===== src/rtl/dac_spi_tx.sv =====
// dac_spi_tx: signed sample -> DAC code -> MSB-first SPI frame; DAC_GAIN_EN adds Q1.15 saturating gain.
// Rev 1.0
`default_nettype none

module dac_spi_tx #(
  parameter int DATA_W        = 16,
  parameter int CLK_DIV       = 2,
  parameter int GAP_CYCLES    = 2,
  parameter int OFFSET_BINARY = 1
) (
  input  logic              clk,
  input  logic              reset,
  input  logic [DATA_W-1:0] sample,
  input  logic              sample_valid,
  output logic              sample_ready,
  input  logic [15:0]       gain,
  output logic              dac_cs_n,
  output logic              dac_sclk,
  output logic              dac_sdo,
  output logic              frame_done
);

  localparam int DIV_W = $clog2(CLK_DIV + 1);
  localparam int BIT_W = $clog2(DATA_W + 1);
  localparam int GAP_W = $clog2(GAP_CYCLES + 1);

  typedef enum logic [1:0] {
    S_IDLE  = 2'd0,
    S_SHIFT = 2'd1,
    S_GAP   = 2'd2
  } state_t;

  state_t             state_q, state_d;
  logic [DATA_W-1:0]  shreg_q, shreg_d;
  logic [DIV_W-1:0]   div_cnt_q, div_cnt_d;
  logic [BIT_W-1:0]   bit_cnt_q, bit_cnt_d;
  logic [GAP_W-1:0]   gap_cnt_q, gap_cnt_d;
  logic               cs_n_q, cs_n_d;
  logic               sclk_q, sclk_d;
  logic               frame_done_q, frame_done_d;

  logic [DATA_W-1:0]  s_val;
  logic [DATA_W-1:0]  word;

`ifdef DAC_GAIN_EN
  localparam int PW = DATA_W + 17;

  logic signed [PW-1:0] mul_a, mul_b, prod;
  logic [PW-16:0]       prod_hi;
  logic                 unused_prod_lsbs;

  // Top three bits of the shifted product must agree for the value to fit in DATA_W.
  always_comb begin
    mul_a   = {{17{sample[DATA_W-1]}}, sample};
    mul_b   = {{DATA_W{1'b0}}, 1'b0, gain};
    prod    = mul_a * mul_b;
    prod_hi = prod[PW-1:15];
    if ((&prod_hi[PW-16:DATA_W-1]) || !(|prod_hi[PW-16:DATA_W-1])) begin
      s_val = prod_hi[DATA_W-1:0];
    end else if (prod_hi[PW-16]) begin
      s_val = {1'b1, {(DATA_W-1){1'b0}}};
    end else begin
      s_val = {1'b0, {(DATA_W-1){1'b1}}};
    end
  end

  assign unused_prod_lsbs = ^prod[14:0];
`else
  logic unused_gain;

  assign s_val       = sample;
  assign unused_gain = ^gain;
`endif

  assign word = (OFFSET_BINARY != 0) ? {~s_val[DATA_W-1], s_val[DATA_W-2:0]} : s_val;

  assign sample_ready = (state_q == S_IDLE) && !reset;

  always_comb begin
    state_d      = state_q;
    shreg_d      = shreg_q;
    div_cnt_d    = div_cnt_q;
    bit_cnt_d    = bit_cnt_q;
    gap_cnt_d    = gap_cnt_q;
    cs_n_d       = cs_n_q;
    sclk_d       = sclk_q;
    frame_done_d = 1'b0;

    case (state_q)
      S_IDLE: begin
        if (sample_valid && sample_ready) begin
          state_d   = S_SHIFT;
          shreg_d   = word;
          div_cnt_d = '0;
          bit_cnt_d = '0;
          cs_n_d    = 1'b0;
          sclk_d    = 1'b0;
        end
      end

      S_SHIFT: begin
        if (div_cnt_q == DIV_W'(CLK_DIV - 1)) begin
          div_cnt_d = '0;
          if (!sclk_q) begin
            sclk_d = 1'b1;
          end else begin
            // End of a high phase: next bit appears with the falling sclk; zeros fill in behind.
            sclk_d  = 1'b0;
            shreg_d = {shreg_q[DATA_W-2:0], 1'b0};
            if (bit_cnt_q == BIT_W'(DATA_W - 1)) begin
              state_d      = S_GAP;
              cs_n_d       = 1'b1;
              gap_cnt_d    = '0;
              frame_done_d = 1'b1;
            end else begin
              bit_cnt_d = bit_cnt_q + 1'b1;
            end
          end
        end else begin
          div_cnt_d = div_cnt_q + 1'b1;
        end
      end

      S_GAP: begin
        if (gap_cnt_q == GAP_W'(GAP_CYCLES - 1)) begin
          state_d = S_IDLE;
        end else begin
          gap_cnt_d = gap_cnt_q + 1'b1;
        end
      end

      default: begin
        state_d = S_IDLE;
        cs_n_d  = 1'b1;
        sclk_d  = 1'b0;
        shreg_d = '0;
      end
    endcase
  end

  always_ff @(posedge clk) begin
    if (reset) begin
      state_q      <= S_IDLE;
      shreg_q      <= '0;
      div_cnt_q    <= '0;
      bit_cnt_q    <= '0;
      gap_cnt_q    <= '0;
      cs_n_q       <= 1'b1;
      sclk_q       <= 1'b0;
      frame_done_q <= 1'b0;
    end else begin
      state_q      <= state_d;
      shreg_q      <= shreg_d;
      div_cnt_q    <= div_cnt_d;
      bit_cnt_q    <= bit_cnt_d;
      gap_cnt_q    <= gap_cnt_d;
      cs_n_q       <= cs_n_d;
      sclk_q       <= sclk_d;
      frame_done_q <= frame_done_d;
    end
  end

  assign dac_cs_n   = cs_n_q;
  assign dac_sclk   = sclk_q;
  assign dac_sdo    = shreg_q[DATA_W-1];
  assign frame_done = frame_done_q;

endmodule

`default_nettype wire


===== config.mk =====
export PLATFORM = sky130hd
export DESIGN_NAME = dac_spi_tx
export DESIGN_NICKNAME = d
export VERILOG_FILES = /design/src/rtl/dac_spi_tx.sv
export SDC_FILE = /design/constraint.sdc
export NUM_CORES = 1
export LEC_CHECK = 0
export BUFFER_PORTS_ARGS = -buffer_cell sky130_fd_sc_hd__buf_4
export CAP_MARGIN = 20
export CORE_ASPECT_RATIO = 0.8
export CORE_MARGIN = 3
export CORE_UTILIZATION = 50
export DETAILED_ROUTE_END_ITERATION = 16
export GPL_ROUTABILITY_DRIVEN = 0
export HOLD_SLACK_MARGIN = 0.08
export PLACE_DENSITY = 0.76
export SLEW_MARGIN = 20
export SYNTH_ARGS = -nofsm -noshare
export SYNTH_HDL_FRONTEND = slang
export SYNTH_SLANG_ARGS = --single-unit
export TNS_END_PERCENT = 1

===== constraint.sdc =====
create_clock -name clk -period 2.26 [get_ports clk]
set_clock_uncertainty 0.2 [all_clocks]
set_input_delay 0 -clock clk [delete_from_list [all_inputs] [get_ports clk]]
set_output_delay 0 -clock clk [all_outputs]
set_load 0.1 [all_outputs]

==> reports/metrics.csv <==
stage,metric,value,unit
route,via_count,1408,
yosys,ys_ff_latch,30,
pwr,switchingPower,0.0003327,W
sta,slew_viol_final,0,
final_layout,syn_to_final_growth,32.04,%
clock_tree,htree_levels,2,
worst_setup_path,timing.rr.end,bit_cnt_q[3]$_SDFFE_PP0P_,
clock_tree,cts_buffers,5,
sta,worstMarginPinSlew,0.9743,ns
floorplanning,die_w,68.11,um
yosys,yosysWarnings,0,
clock_tree,post_cts_buffers,0,
worst_setup_path,critPathLaunchType,flip-flop,
worst_setup_path,reg2reg_from,bit_cnt_q[0]$_SDFFE_PP0P_,
final_layout,final_cell_mix,"31 x nand2_1, 29 x dfxtp_1, 28 x buf_4",
yosys,synth_edf_count,0,
worst_setup_path,reg2reg_slack,0.17,ns
worst_setup_path,rr_worst_depth,6,
placement,dp_slack,0.1736,ns
pwr,seqPwrFrac,46.2,%
worst_setup_path,cp.arrival,2.10,ns
worst_setup_path,critical_path.max_fanout,5,
floorplanning,std_cell_rows,17,
yosys,syn_area,1543,um2
min_path,hold_path.class,flip-flop to flip-flop,
yosys,ys_types,41,
global_route,grt.total_usage,22.19,%
sta,hold_viol_final,0,
sta,layout_setup_ws,0.1682,ns
pwr,swShare,26.79,%
clock_tree,clk_pin_slew,0.06,ns
floorplanning,io_pins,40,
pwr,p_int,0.0009092,W
clock_tree,tritoncts,done,
floorplanning,die_h,55.68,um
clock_tree,cts_buffer_depth,2,
route,drt_iter0_markers,62,
min_path,min_path_cells,2,
sta,worst_slew_margin_rel,34.81,%
yosys,syn_inst,169,
sta,period_share,92.56,%
global_route,grt.overflow.total,0,
worst_setup_path,cp-endpoint,bit_cnt_q[3]$_SDFFE_PP0P_,
final_layout,fin_util,71.47,%
floorplanning,coreArea,2850,um2
worst_setup_path,critPathLaunch,bit_cnt_q[0]$_SDFFE_PP0P_,
global_route,grt_max_degree,22,
clock_tree,cts_sinks,30,
worst_setup_path,endpoint_kind,flip-flop,
worst_setup_path,crit_type,flip-flop to flip-flop,
final_layout,layout-drive-gt1-share,25.70,%
pwr,powerDensity,609.7,nW/um2
run,maxCapViolations,0,
sta,fmax,478.1,MHz
sta,setup_viol,0,
final_layout,final_common_cell,nand2_1,
pwr,pwr-share-comb,18.2,%
yosys,async_flop_share,0,%
pwr,cellLeakagePower,0.8896,nW
floorplanning,start_util,54.13,%
placement,port_buffers,23,
clock_tree,root_buffer,clkbuf_8,
route,wl_per_cell,15.00,um
clock_tree,clkLatencyLatePin,0.28,ns
final_layout,nets,251,
route,drc,0,
floorplanning,die_area,3792,um2
route,ant_nets,0,
yosys,avgSynthCellArea,9.129,um2
worst_setup_path,critPathRequiredTime,2.27,ns
global_route,antenna_found_initial,0,
sta,grt_setup_unrepaired,no,
global_route,grt_pass1_wl,6389,um
yosys,synth-seq-area-share,38.93,%
route,routed_via_density,5.587,
route,first_pass_iters,5,
pwr,clkPwrFrac,35.6,%
placement,dp_hpwl,2392,um
sta,tns,0,ns
pwr,ir_drop,0.4327,mV
route,routed_wl,3779,um
sta,whs,0.2584,ns
yosys,syn-num-nets,207,
yosys,synth_ff_type,dfxtp_1,
final_layout,antenna_cells,0,
sta,min_period,2.092,ns
status,status,completed,
global_route,grt_pass1_vias,1450,
[critical path: stages (launching register included)]
cell,delay (ns)
dfxtp_1,0.33
ha_1,0.21
and3_1,0.19
ha_1,0.19
or2_1,0.27
or4_1,0.48
a21oi_1,0.15
[power groups by stage]
| stage | Clock [W] | Sequential (W) | Combinational (W) |
|---|---|---|---|
| floorplan | 0 | 0.000602 | 0.000121 |
| global placement | 0 | 0.000582 | 0.000189 |
| detailed placement | 0 | 0.000584 | 0.000194 |
| CTS | 0.000447 | 0.000573 | 0.000222 |
| global route | 0.000476 | 0.000577 | 0.000243 |
| finish | 0.000443 | 0.000573 | 0.000226 |
[synthesized netlist by cell type, types with 2 or more instances]
library cell	count	area, um2
nor3_1	2	10.01
nand2_1	31	116.4
a21oi_1	6	30.03
clkbuf_1	4	15.01
ha_1	3	37.54
buf_2	4	20.02
nor2_1	7	26.28
or3_1	2	12.51
mux2i_1	17	170.2
dfxtp_1	30	600.6
o31ai_1	3	22.52
nor2b_1	2	12.51
inv_1	5	18.77
nand3_1	6	30.03
and3_1	2	12.51
mux2_2	14	157.7
o211ai_1	2	15.01
o21ai_0	4	20.02
or4_1	3	22.52
[area by class of cell]
type	instances	area, um2
multi-input combinational	124	877.1
fill	215	813.3
sequential	30	601.8
timing repair buffer	47	400.4
clock buffer	7	86.33
tap	38	47.55
inverter	5	18.77
clock inverter	1	5.005
[registers in the layout, indices dropped and copies added (netlist names)]
register	flops
bit_cnt_q	5
dac_cs_n	1
dac_sclk	1
div_cnt_q	2
frame_done	1
gap_cnt_q	2
shreg_q	16
state_q	2
[per-layer routing]
metal  GRT usage [%]  share of wire, %
met1           25.65                43
met2           37.91                52
met3           6.263               3.8
met4           8.215               1.0
met5               0                 0
[logic make-up (layout without fill, tap and decap cells)]
logic type / count (synthesis) / count (layout) / share of synthesized area (%)
buffers and inverters: 15 / 60 / 4.541
AND/OR/NAND/NOR: 67 / 67 / 22.63
multiplexers: 31 / 31 / 21.25
AO/OA/AOI/OAI: 23 / 23 / 10.22
adder cells (fa/ha/maj): 3 / 3 / 2.433
flip-flops: 30 / 30 / 38.93
[per-stage QoR]
stage	power (W)	area, um2	std cells
global placement	0.0007711	1754	225
finish	0.001242	2037	252
detailed placement	0.0007787	1754	225
CTS	0.001242	2036	252
global route	0.001295	2037	252
floorplan	0.0007236	1548	169
[worst min path at each step]
stage | endpoint | startpoint | slack (ns)
2_1_floorplan | gap_cnt_q[0]$_SDFFE_PP0P_ | reset | -0.02
3_3_place_gp | state_q[1]$_SDFFE_PP0P_ | reset | 0.1
3_5_place_dp | div_cnt_q[0]$_SDFFE_PP0P_ | reset | 0.10
4_1_cts | shreg_q[14]$_SDFFE_PP0P_ | shreg_q[14]$_SDFFE_PP0P_ | 0.26
5_1_grt | shreg_q[14]$_SDFFE_PP0P_ | shreg_q[14]$_SDFFE_PP0P_ | 0.28
6_report | shreg_q[14]$_SDFFE_PP0P_ | shreg_q[14]$_SDFFE_PP0P_ | 0.26
[timing repair]
action | in CTS | in global routing
resized for setup | 0 | 1
hold buffers | 19 | 0
endpoints found under the hold margin | 26 | 0
endpoints found under the setup margin | 0 | 1
Power figures use the tool's default switching activity.
